===== config.mk =====
export PLATFORM = sky130hd
export DESIGN_NAME = score_bcd_converter
export DESIGN_NICKNAME = d
export VERILOG_FILES = /design/src/rtl/score_bcd_converter.sv
export SDC_FILE = /design/constraint.sdc
export NUM_CORES = 1
export LEC_CHECK = 0
export BUFFER_PORTS_ARGS = -buffer_cell sky130_fd_sc_hd__buf_4
export CAP_MARGIN = 40
export CORE_ASPECT_RATIO = 1.25
export CORE_MARGIN = 2
export CORE_UTILIZATION = 55
export DETAILED_ROUTE_END_ITERATION = 10
export PLACE_DENSITY = 0.86
export SYNTH_ARGS = -nofsm -noshare
export SYNTH_HDL_FRONTEND = slang
export SYNTH_SLANG_ARGS = --single-unit

===== constraint.sdc =====
create_clock -name Clk -period 3.4 [get_ports Clk]
set_input_delay 0.17 -clock Clk [delete_from_list [all_inputs] [get_ports Clk]]
set_output_delay 0.17 -clock Clk [all_outputs]
set_load 0.01 [all_outputs]

===== src/rtl/score_bcd_converter.sv =====
// score_bcd_converter
// Converts the binary game score to packed BCD for the seven-segment drivers.
// An iterative double-dabble (shift-add-3) engine runs only when the score
// changes or a re-conversion is forced. bcd_out is written once per finished
// conversion and stays stable while the next result is being built.
// The re-conversion request is named force_req because "force" is a reserved
// word in SystemVerilog.
module score_bcd_converter #(
    parameter int WIDTH  = 16,
    parameter int DIGITS = 5
) (
    input  logic                  Clk,
    input  logic                  reset_rtl_0,
    input  logic [WIDTH-1:0]      bin_in,
    input  logic                  force_req,
    output logic [DIGITS*4-1:0]   bcd_out,
    output logic                  valid,
    output logic                  busy,
    output logic                  done
);

    localparam int CNT_W = $clog2(WIDTH + 1);
    localparam int BCD_W = DIGITS * 4;

    typedef enum logic [1:0] {
        ST_IDLE   = 2'd0,
        ST_SHIFT  = 2'd1,
        ST_FINISH = 2'd2
    } state_t;

    state_t             r_state;
    state_t             w_state_next;
    logic [WIDTH-1:0]   r_last_bin;
    logic               r_pending;
    logic [WIDTH-1:0]   r_shreg;
    logic [BCD_W-1:0]   r_scratch;
    logic [CNT_W-1:0]   r_count;
    logic [BCD_W-1:0]   r_bcd;
    logic               r_valid;
    logic               r_done;
    logic [BCD_W-1:0]   w_corr;
    logic               w_trigger;

    // Double-dabble digit correction: a digit of 5 or more gets +3 before the shift.
    function automatic logic [3:0] add3(input logic [3:0] d);
        logic [3:0] r;
        if (d >= 4'd5) begin
            r = d + 4'd3;
        end else begin
            r = d;
        end
        return r;
    endfunction

    // Correct every scratch digit in parallel from its pre-shift value.
    always_comb begin
        w_corr = '0;
        for (int i = 0; i < DIGITS; i++) begin
            w_corr[4*i +: 4] = add3(r_scratch[4*i +: 4]);
        end
    end

    // A new conversion is wanted on a pending/forced request or a changed score.
    always_comb begin
        w_trigger = r_pending | force_req | (bin_in != r_last_bin);
    end

    // State register.
    always_ff @(posedge Clk or negedge reset_rtl_0) begin
        if (!reset_rtl_0) begin
            r_state <= ST_IDLE;
        end else begin
            r_state <= w_state_next;
        end
    end

    // Next-state logic: capture in IDLE, WIDTH shifts, one FINISH cycle.
    always_comb begin
        w_state_next = r_state;
        case (r_state)
            ST_IDLE: begin
                if (w_trigger) begin
                    w_state_next = ST_SHIFT;
                end else begin
                    w_state_next = ST_IDLE;
                end
            end
            ST_SHIFT: begin
                if (r_count == CNT_W'(1)) begin
                    w_state_next = ST_FINISH;
                end else begin
                    w_state_next = ST_SHIFT;
                end
            end
            ST_FINISH: w_state_next = ST_IDLE;
            default:   w_state_next = ST_IDLE;
        endcase
    end

    // Conversion datapath and registered outputs; bcd_out only changes in FINISH.
    always_ff @(posedge Clk or negedge reset_rtl_0) begin
        if (!reset_rtl_0) begin
            r_last_bin <= '0;
            r_pending  <= 1'b1;
            r_shreg    <= '0;
            r_scratch  <= '0;
            r_count    <= '0;
            r_bcd      <= '0;
            r_valid    <= 1'b0;
            r_done     <= 1'b0;
        end else begin
            r_done <= (r_state == ST_FINISH);
            case (r_state)
                ST_IDLE: begin
                    if (w_trigger) begin
                        r_shreg    <= bin_in;
                        r_last_bin <= bin_in;
                        r_scratch  <= '0;
                        r_count    <= CNT_W'(WIDTH);
                        r_pending  <= 1'b0;
                    end
                end
                ST_SHIFT: begin
                    {r_scratch, r_shreg} <= {w_corr, r_shreg} << 1;
                    r_count <= r_count - CNT_W'(1);
                    if (force_req) begin
                        r_pending <= 1'b1;
                    end
                end
                ST_FINISH: begin
                    r_bcd   <= r_scratch;
                    r_valid <= 1'b1;
                    if (force_req) begin
                        r_pending <= 1'b1;
                    end
                end
                default: begin
                    r_pending <= 1'b1;
                end
            endcase
        end
    end

    assign bcd_out = r_bcd;
    assign valid   = r_valid;
    assign done    = r_done;
    assign busy    = (r_state != ST_IDLE);

endmodule


[After elaboration in Yosys (flattened, before gate mapping)]
Cells that the tools add are included.
Cells by class
  $add $sub $neg: 6
  $lt $le $gt $ge: 5
  equal/unequal tests: 6
  mux-type cells: 17
  bitwise gates (word level): 2
  reduce and logical (&&, ||, !) cells: 7
Operators with widths (count)
  $pmux 20 s2: 1
  $pmux 16 s2: 1
  $ge 4x3->1 const B: 5
  $mux 20: 1
  $add 4x2->4 const B: 4
  $mux 16: 1
  $mux 4: 4
  $ne 16x16->1: 1
  $pmux 5 s2: 1
  $reduce_and 2->1: 3
  $eq 5x1->1 const B: 1
  $mux 5: 1
  $sub 5x1->5 const B: 1
  $pmux 2 s2: 1
  $reduce_bool 2->1: 2
  $add 3x2->3 const B: 1
  $mux 1: 3
  $mux 3: 1
  $eq 2x1->1 const B: 1
  $eq 2x2->1 const B: 1
  $logic_not 2->1: 1
  $mux 2: 1
  $ne 2x1->1 const B: 1
  $ne 2x2->1 const B: 1
  3 further kinds: 4
Storage, ports and cells
  register bits: 82
  input bits: 19
  word-level logic and storage cells: 52

[Depth between registers and ports, before layout]
  word-level depth: 4
  gate-level depth with buffers: 8
  depth with buffers taken out: 7

[Least setup slack after synthesis]
Ideal clock, no wire load.
  kind: register -> register
  start: reg r_last_bin[3]
  end: reg r_last_bin[10]
  library setup time: 0.128 ns
  arrival: 2.099 ns
  data required time: 3.272 ns
  path slack: 1.174 ns
  cell stages (with the launch flop): 8
  path buffers: 2
  period minus slack after synthesis: 2.226 ns
  cells stage by stage: dfrtp_1 > xor2_1 > or4_4 > or3_1 > buf_6 > o21ai_2 > buf_4 > mux2_1
On the way
  longest elaborated chain between the ends: 3
Ends and longest elaborated chain
  from (decl): line 33  | logic [WIDTH-1:0] r_last_bin;
  from (signal assigned): line 117  | r_last_bin <= bin_in;
  $ne 16x16->1: line 65  | w_trigger = r_pending | force_req | (bin_in != r_last_bin);
  $or 1x1->1: line 65
  $reduce_and 2->1 (no source line)
No other way between the ends.
A chain may end at the register's enable or synchronous reset.

[Final worst setup path]
  start: reg r_last_bin[15]
  end: reg r_count[0]
On the way
  longest elaborated chain between the ends: 4
Ends and longest elaborated chain
  $ne 16x16->1: line 65
  $or 1x1->1: line 65
  $ne 2x2->1 (no source line)
  $reduce_and 2->1 (no source line)
  to (signal assigned): line 119  | r_count <= CNT_W'(WIDTH);
  to (signal assigned): line 125  | r_count <= r_count - CNT_W'(1);
  to (decl): line 37  | logic [CNT_W-1:0] r_count;
No other way between the ends.

==> qor.yml <==
synthesis:
  ys_warn_count: 0
  synth_edf_count: 0
  ys_seq_elements: 82
  async_flop_share: 1.00
  synthCells: 340
  syn-cell-area_um2: 4080
  syn_avg_cell_area_um2: 12.0
  netlist-cell-type-count: 41
  yosysSeqAreaShare: 0.503
  synth_ff_type: "dfrtp_1"
  syn_nets: 374
detailed_routing:
  wirelength_um: 7620
  vias_per_cell: 5.64
  wl_per_cell_um: 15.8
  drt-initial-drc-count: 167
  final_antenna_net_count: 0
  dr.pass1.iters: 4
  dr_total_vias: 2720
  drc: 0
placement:
  place_inst: 465
  dp_hpwl_um: 5300
  gp_congestion: 0.798
  port_buffers: 41
  placed_area_um2: 4510
cts:
  cts_setup_buffers: 0
  clkSinkCount: 82
  cts_made_buffers: 9
  clk_latency_ns: 0.35
  cts_tree: "done"
  cts_root_buffer: "clkbuf_8"
  clockBufferDepth: 2
  clkTransAtPathRegs_ns: 0.08
  cts-htree-levels: 3
  cts_resized: 0
global_route:
  grtUsageMet3: 0.0495
  antenna_found_initial: 0
  grt_pass1_wl_um: 12900
  gr-max-usage-layer: "met2"
  grt_max_degree: 44
  grt.total_usage: 0.207
  grt_overflow_total: 0
  use_met2: 0.347
  met1_usage: 0.249
  grt_pass1_vias: 2777
timing:
  max_slew_margin: 0.452
  fin_worst_skew_ns: 0.00959
  setup-tns-final_ns: 0
  max_clock_freq_mhz: 382
  post-route-min-period_ns: 2.62
  hold_violations: 0
  slew_viol_final: 0
  finalCritPeriodShare: 0.769
  setup_viol: 0
  hold_slack_ns: 0.0569
  max_slew.worst_pin.slew_ns: 0.822
  rsz0062_at_grt: "false"
critical_path:
  path_class: "reg -> reg"
  cpMaxStageDelayCell: "o31ai_4"
  critPathCaptureType: "register"
  critPathMaxStageDelay_ns: 0.86
  path_max_fanout: 19
  startpoint_type: "register"
  arrival_ns: 2.90
  cp_cell_sequence: "xor2_1 > nor4_1 > nand4_1 > o31ai_4 > mux2_2"
  cp_data_required_time_ns: 3.68
pwr:
  peakVddDrop_mv: 0.484
  p_leak_nw: 2.18
  power.density_nw_per_um2: 959
outcome:
  status: "completed"
layout:
  drive_gt1_frac: 0.321
  stdcell_count: 482
  final_area_um2: 4740
  fill_cells: 562
  nets: 419
  antenna_cells: 0
  fin_util: 0.652
  area_growth_pct: 16.2
floorplanning:
  chipWidth_um: 81.1
  die_h_um: 100
  initial_core_util: 0.562
  dieArea_um2: 8130
  core_um2: 7270
  ios: 42
  row_count: 35
hold_path:
  min-delay-path-class: "in -> reg"
job:
  cap_violations: 0
Yosys cell counts (2+ instances only):
library cell	instances	area (um^2)
dfrtp_1	81	2030
mux2_2	56	631
a22o_1	21	184
inv_1	18	67.6
o21ai_0	18	90.1
ha_1	15	188
nand2_1	15	56.3
xnor2_1	12	105
a21oi_1	11	55.1
mux2_1	10	113
nand2b_1	10	62.6
nor2_1	10	37.5
clkbuf_1	8	30.0
xor2_1	8	70.1
and3_1	6	37.5
o31ai_1	5	37.5
nand4_1	3	18.8
nor3_1	3	15.0
a221o_1	2	20.0
a31oi_1	2	12.5
and4_1	2	17.5
buf_6	2	22.5
nor2b_1	2	12.5
nor4_1	2	12.5
or3_1	2	12.5
through the flow:
| stage | power, W | worst slack (ns) |
|---|---|---|
| after floorplan | 0.00320 | 1.17 |
| after global placement | 0.00363 | 0.867 |
| after detailed placement | 0.00377 | 0.817 |
| after CTS | 0.00459 | 0.793 |
| after global routing | 0.00489 | 0.580 |
| final | 0.00455 | 0.785 |
placed cells by master (no fill, tap or decap), drive strengths merged, types with 6 or more instances in the layout:
master,instances
o31ai,6
and3,6
nor2,10
nand2,15
a21oi,11
o21ai,19
a22o,21
mux2,66
buf,46
ha,15
inv,20
nand2b,10
xor2,8
xnor2,12
dfrtp,81
clkbuf,10
worst paths after layout:
kind	from	end	slack, ns	cells past startpoint
max	r_last_bin[15]	r_count[0]	0.78	5
max in group asynchronous	reset_rtl_0	r_pending	2.43	3
min	bin_in[2]	r_last_bin[2]	0.06	2
min in group asynchronous	reset_rtl_0	bcd_out[13]	0.33	2
max reg2reg	r_last_bin[15]	r_count[0]	0.78	5
min reg2reg	valid	valid	0.47	1
flip-flops by register name (all words and copies together) (netlist names):
signal / cells
bcd_out: 20
done: 1
r_count: 5
r_last_bin: 16
r_pending: 1
r_scratch: 20
r_shreg: 16
r_state: 2
valid: 1
power breakdown:
group	internal [W]	switching, W
combinational	0.00108	0.000903
clock	0.000435	0.000357
sequential	0.00143	0.000346
total	0.00294	0.00161
per-layer routing:
metal  vias up  share of wire  routed length, um
met1      1338           0.43               3260
met2        62           0.51               3870
li1       1303              -                  -
met3        17          0.038                286
met4         0          0.027                207
met5         -              0                  0
worst max-delay path, delay by kind of cell (launching register included):
| family | cells | cell delay [ns] |
|---|---|---|
| AO/OA/AOI/OAI | 1 | 0.86 |
| XOR/XNOR | 1 | 0.16 |
| flip-flops | 1 | 0.39 |
| multiplexers | 1 | 0.28 |
| AND/OR/NAND/NOR | 2 | 0.85 |
layout make-up:
type / count / area [um^2] / share of cell area
flip-flops and latches: 82 / 2050 / 0.433
multi-input cells: 226 / 1890 / 0.398
repair buffers: 47 / 388 / 0.0818
clock buffers: 10 / 138 / 0.0290
well taps: 92 / 115 / 0.0243
clock inverters: 6 / 88.8 / 0.0187
inverters: 19 / 71.3 / 0.0150
cells by family after synthesis:
logic type	Yosys count	synth area share
DFF	82	0.503
muxes	66	0.182
AOI/OAI and AO/OA	63	0.109
and+or+nand+nor	62	0.0827
buffers and inverters	32	0.0343
xor gates and xnor gates	20	0.0429
adders and majority gates	15	0.0460
timing repair:
action                                  in CTS  in global routing
endpoints found under the setup margin       0                  0
hold buffers                                 1                  0
endpoints found under the hold margin       39                  0
No activity file was read; power rests on OpenSTA's default activity.
